`config.mk`:
```
export PLATFORM = sky130hd
export DESIGN_NAME = sat_counter
export DESIGN_NICKNAME = d
export VERILOG_FILES = /design/src/rtl/sat_counter.sv
export SDC_FILE = /design/constraint.sdc
export NUM_CORES = 1
export LEC_CHECK = 0
export ABC_AREA = 1
export CAP_MARGIN = 5
export CELL_PAD_IN_SITES_DETAIL_PLACEMENT = 2
export CELL_PAD_IN_SITES_GLOBAL_PLACEMENT = 2
export CORE_MARGIN = 2
export CORE_UTILIZATION = 30
export CTS_BUF_LIST = sky130_fd_sc_hd__clkbuf_2
export DETAILED_ROUTE_END_ITERATION = 10
export HOLD_SLACK_MARGIN = 0.03
export PLACE_DENSITY = 0.86
export SLEW_MARGIN = 20
export SYNTH_ARGS = -nofsm -noshare
export SYNTH_HDL_FRONTEND = slang
export SYNTH_SLANG_ARGS = --single-unit
```
`constraint.sdc`:
```
create_clock -name clk -period 2.5 [get_ports clk]
set_clock_uncertainty 0.1 [all_clocks]
set_input_delay 0.25 -clock clk [delete_from_list [all_inputs] [get_ports clk]]
set_output_delay 0.25 -clock clk [all_outputs]
set_load 0.05 [all_outputs]
```
`src/rtl/sat_counter.sv`:
```
// sat_counter
// Saturating up-counter with synchronous clear. Clear wins over increment,
// and a clear coinciding with an increment leaves the count at one, so the
// event that arrives with the clear is not lost.
//   clk, rst_n : clock, asynchronous active-low reset
//   inc        : count one event this cycle
//   clr        : synchronous clear
//   count      : current total, sticks at all-ones
module sat_counter #(
    parameter int CNT_W = 16
) (
    input  logic             clk,
    input  logic             rst_n,
    input  logic             inc,
    input  logic             clr,
    output logic [CNT_W-1:0] count
);

    always_ff @(posedge clk or negedge rst_n) begin
        if (!rst_n) begin
            count <= '0;
        end else if (clr) begin
            count <= inc ? CNT_W'(1) : '0;
        end else if (inc && (count != '1)) begin
            count <= count + CNT_W'(1);
        end
    end

endmodule

```
After elaboration in Yosys (flattened, before gate mapping) --
Index checks and enable logic that the tools add are counted.
Cells by class: $add $sub $neg 1, eq/ne operators 1, mux-type cells 3, reduce and logical (&&, ||, !) cells 2
Operators with widths (number):
- $mux W16 | 2
- $add A16 B1 Y16 const B | 1
- $ne A16 B16 Y1 const B | 1
- $reduce_bool A2 Y1 | 1
- $logic_and A1 B1 Y1 | 1
- $mux W1 | 1
Storage, ports and cells: bits in registers 16, input port bits 4, output and inout bits 16, word-level logic and storage cells 8

Longest topological paths before layout --
depth in word-level cells 4, gate-level depth with buffers 10

Least setup slack after synthesis --
No wires, ideal clock.
path kind register -> register, start point register count[1], end point register count[6], arrival time 1.739 ns, required time 2.280 ns, path slack 0.541 ns, cell stages (with the launch flop) 10, clock period less this slack 1.959 ns, path through dfrtp_1 ha_1 nand2_1 nor2_4 nand2_2 nor2_2 nor2_1 buf_2 nand3_1 nand2_1
Between the ends: word-level cells in the longest chain between the ends 3, elaborated cells between the ends (all ways) 6, those cells by class add/sub (1); eq/ne (1); mux (2); reduce/logical (2)
Ends and longest elaborated chain:
- start: declaration | line 16 | output logic [CNT_W-1:0] count
- start signal: assignment | line 23 | count <= inc ? CNT_W'(1) : '0;
- start signal: assignment | line 25 | count <= count + CNT_W'(1);
- $add A16 B1 Y16 or $ne A16 B16 Y1 (tied branches) | line 25, 24
- $mux W16 or $logic_and A1 B1 Y1 (tied branches) | line 24 | end else if (inc && (count != '1)) begin
- $mux W16 or $reduce_bool A2 Y1 (tied branches)
Several ways; a longest one is shown, not always the timed one. The select of a mux whose other input is x is not followed. A chain may end at the register's enable or synchronous reset.

Worst setup path after layout --
start point register count[10], end point output count[10]
No word-level cell between the ends.

==> flow_summary.json <==
{
  "slew_headroom": 0.475,
  "dr.pass1.iters": 3,
  "wl_per_cell_um": 14.6,
  "path_class": "register to output pin",
  "die_w_um": 62.3,
  "synth-compound-area-share": 0.0723,
  "p_leak_nw": 0.560,
  "period_needed_ns": 2.04,
  "grt_overflow": 0,
  "grt_max_degree": 17,
  "ys_types": 24,
  "dpl_cell_area_um2": 1270,
  "core_area_um2": 3310,
  "synthCells": 149,
  "vias": 1077,
  "slowest_delay_ns": 0.86,
  "drtAntennaViolNets": 0,
  "ys.warnings.count": 0,
  "pin_count": 20,
  "cts_tree": "yes",
  "crit_slowest_cell": "clkdlybuf4s50_1",
  "grt_use_total": 0.179,
  "diodes": 0,
  "cts_resized": 0,
  "critPathLaunchType": "register",
  "holdBufCountCts": 0,
  "met2_usage": 0.314,
  "stdcell_area_um2": 1290,
  "cp_data_required_time_ns": 2.15,
  "post_cts_buffers": 0,
  "finalCritPeriodShare": 0.818,
  "synthesis.area_um2": 1020,
  "top_register": "count",
  "row_count": 21,
  "cts-htree-levels": 1,
  "synthToLayoutAreaGrowth_pct": 26.3,
  "arrival_ns": 1.69,
  "die_area_um2": 3890,
  "clkLatencyLatePin_ns": 0.32,
  "crit_fanout": 7,
  "drc_errors": 0,
  "grt_pass1_wl_mm": 5.53,
  "drt_iter0_drc": 14,
  "cts_root_buf": "clkbuf_2",
  "clkTransAtPathRegs_ns": 0.18,
  "rsz0062_at_grt": "false",
  "synth.net_count": 154,
  "drt-total-wl_mm": 3.19,
  "n_fill_cell": 425,
  "final_nets": 178,
  "synth.area.mux_share": 0,
  "fp.dieH_um": 62.3,
  "busiest_layer": "met2",
  "largest_register_ffs": 16,
  "grt_pass1_vias": 1151,
  "layout-drive-gt1-share": 0.0756,
  "cts_buffers": 3,
  "synth_xor_area_frac": 0.0257,
  "place_congestion": 0.753,
  "synthAdderAreaFrac": 0.0123,
  "hold_viol": 0,
  "initial_core_util": 0.308,
  "ir_drop_mv": 0.137,
  "cts.path.max_buffers": 2,
  "slew_violations": 0,
  "status": "finished, final reports clean",
  "crit_family": "buffers and inverters",
  "dp_hpwl_mm": 2.50,
  "vias_per_cell": 4.94,
  "crit_chain": "clkdlybuf4s50_1",
  "synth_top_family_by_area": "simple AND/OR/NAND/NOR gates",
  "numPortBuffers": 19,
  "gr-usage-met1": 0.228,
  "fin_setup_tns_ns": 0,
  "worstSetupEndpointType": "output pin",
  "p_per_area_nw_per_um2": 371,
  "worstHoldPathType": "input pin to asynchronous set/reset pin",
  "path_buf_inv": 1,
  "tightestPinTransition_ns": 0.785,
  "use_met3": 0.0254,
  "cts_sinks": 16,
  "antenna_found_initial": 0,
  "maxCapViolCount": 0,
  "synth_seq_cells": 16,
  "finalSetupViolations": 0,
  "yosys.area_share.simple": 0.426,
  "syn_avg_cell_area_um2": 6.85,
  "ys_seq_area_frac": 0.392,
  "reg_top3": "count x16",
  "clock.fmax_mhz": 489
}
-- cell usage after synthesis, drive strengths merged --
master	count	area, um2
o21bai	3	22.5
o21ai	4	23.8
a21oi	4	20.0
a21boi	1	7.51
nand3b	1	7.51
dfrtp	16	400
buf	3	20.0
nor3	1	5.00
nand2	54	208
clkinv	1	3.75
ha	1	12.5
inv	13	48.8
nand3	14	70.1
nor2	24	108
nand4	6	37.5
xnor2	3	26.3
-- kinds of logic (layout without fill, tap and decap cells) --
| family | Yosys count | in the layout |
|---|---|---|
| AOI/OAI and AO/OA | 12 | 12 |
| DFF | 16 | 16 |
| buffers and inverters | 17 | 40 |
| and+or+nand+nor | 100 | 100 |
| xor gates and xnor gates | 3 | 3 |
| adders and majority gates | 1 | 1 |
-- power breakdown --
group,internal (mW),switching (mW)
logic,0.0256,0.0517
clock network,0.0348,0.0926
registers,0.265,0.00913
total,0.325,0.153
-- area by class of cell --
class	count	area (um2)	share of cell area
Sequential cell	16	400	0.310
Inverter	14	52.6	0.0407
Clock buffer	3	15.0	0.0116
Multi-Input combinational cell	116	548	0.425
Timing Repair Buffer	22	213	0.165
Clock inverter	1	3.75	0.00291
Tap cell	46	57.6	0.0446
-- stage by stage --
| step | utilization | hold WS [ns] | worst slack, ns | power, mW | instances |
|---|---|---|---|---|---|
| final | 0.390 | 0.261 | 0.456 | 0.479 | 218 |
| after global routing | 0.390 | 0.292 | 0.363 | 0.508 | 218 |
| after CTS | 0.390 | 0.287 | 0.425 | 0.488 | 218 |
| after detailed placement | 0.384 | 0.444 | 0.613 | 0.356 | 214 |
| after global placement | 0.384 | 0.435 | 0.710 | 0.354 | 214 |
| after floorplan | - | -0.146 | 0.541 | 0.322 | 149 |
-- worst paths after layout --
check / from / end / slack, ns / cells past startpoint
max reg2reg: count[0] / count[11] / 0.60 / 9
min in group clk: count[1] / count[1] / 0.47 / 2
min reg2reg: count[1] / count[1] / 0.47 / 2
max: count[10] / count[10] / 0.46 / 1
min: rst_n / count[10] / 0.26 / 1
max in group asynchronous: rst_n / count[13] / 1.54 / 1
-- metal layers --
layer  part of all wire  up-vias
met2               0.49       15
met1               0.47      537
li1                   -      520
met5                  0        -
met4              0.013        0
met3              0.022        5
-- cell usage in the layout, fill, tap and decap left out, types with 4 or more instances in the layout --
master,count
a21oi_1,4
clkdlybuf4s50_1,19
dfrtp_1,16
inv_1,12
nand2_1,52
nand3_1,14
nand4_1,6
nor2_1,21
Power figures use the tool's default switching activity.
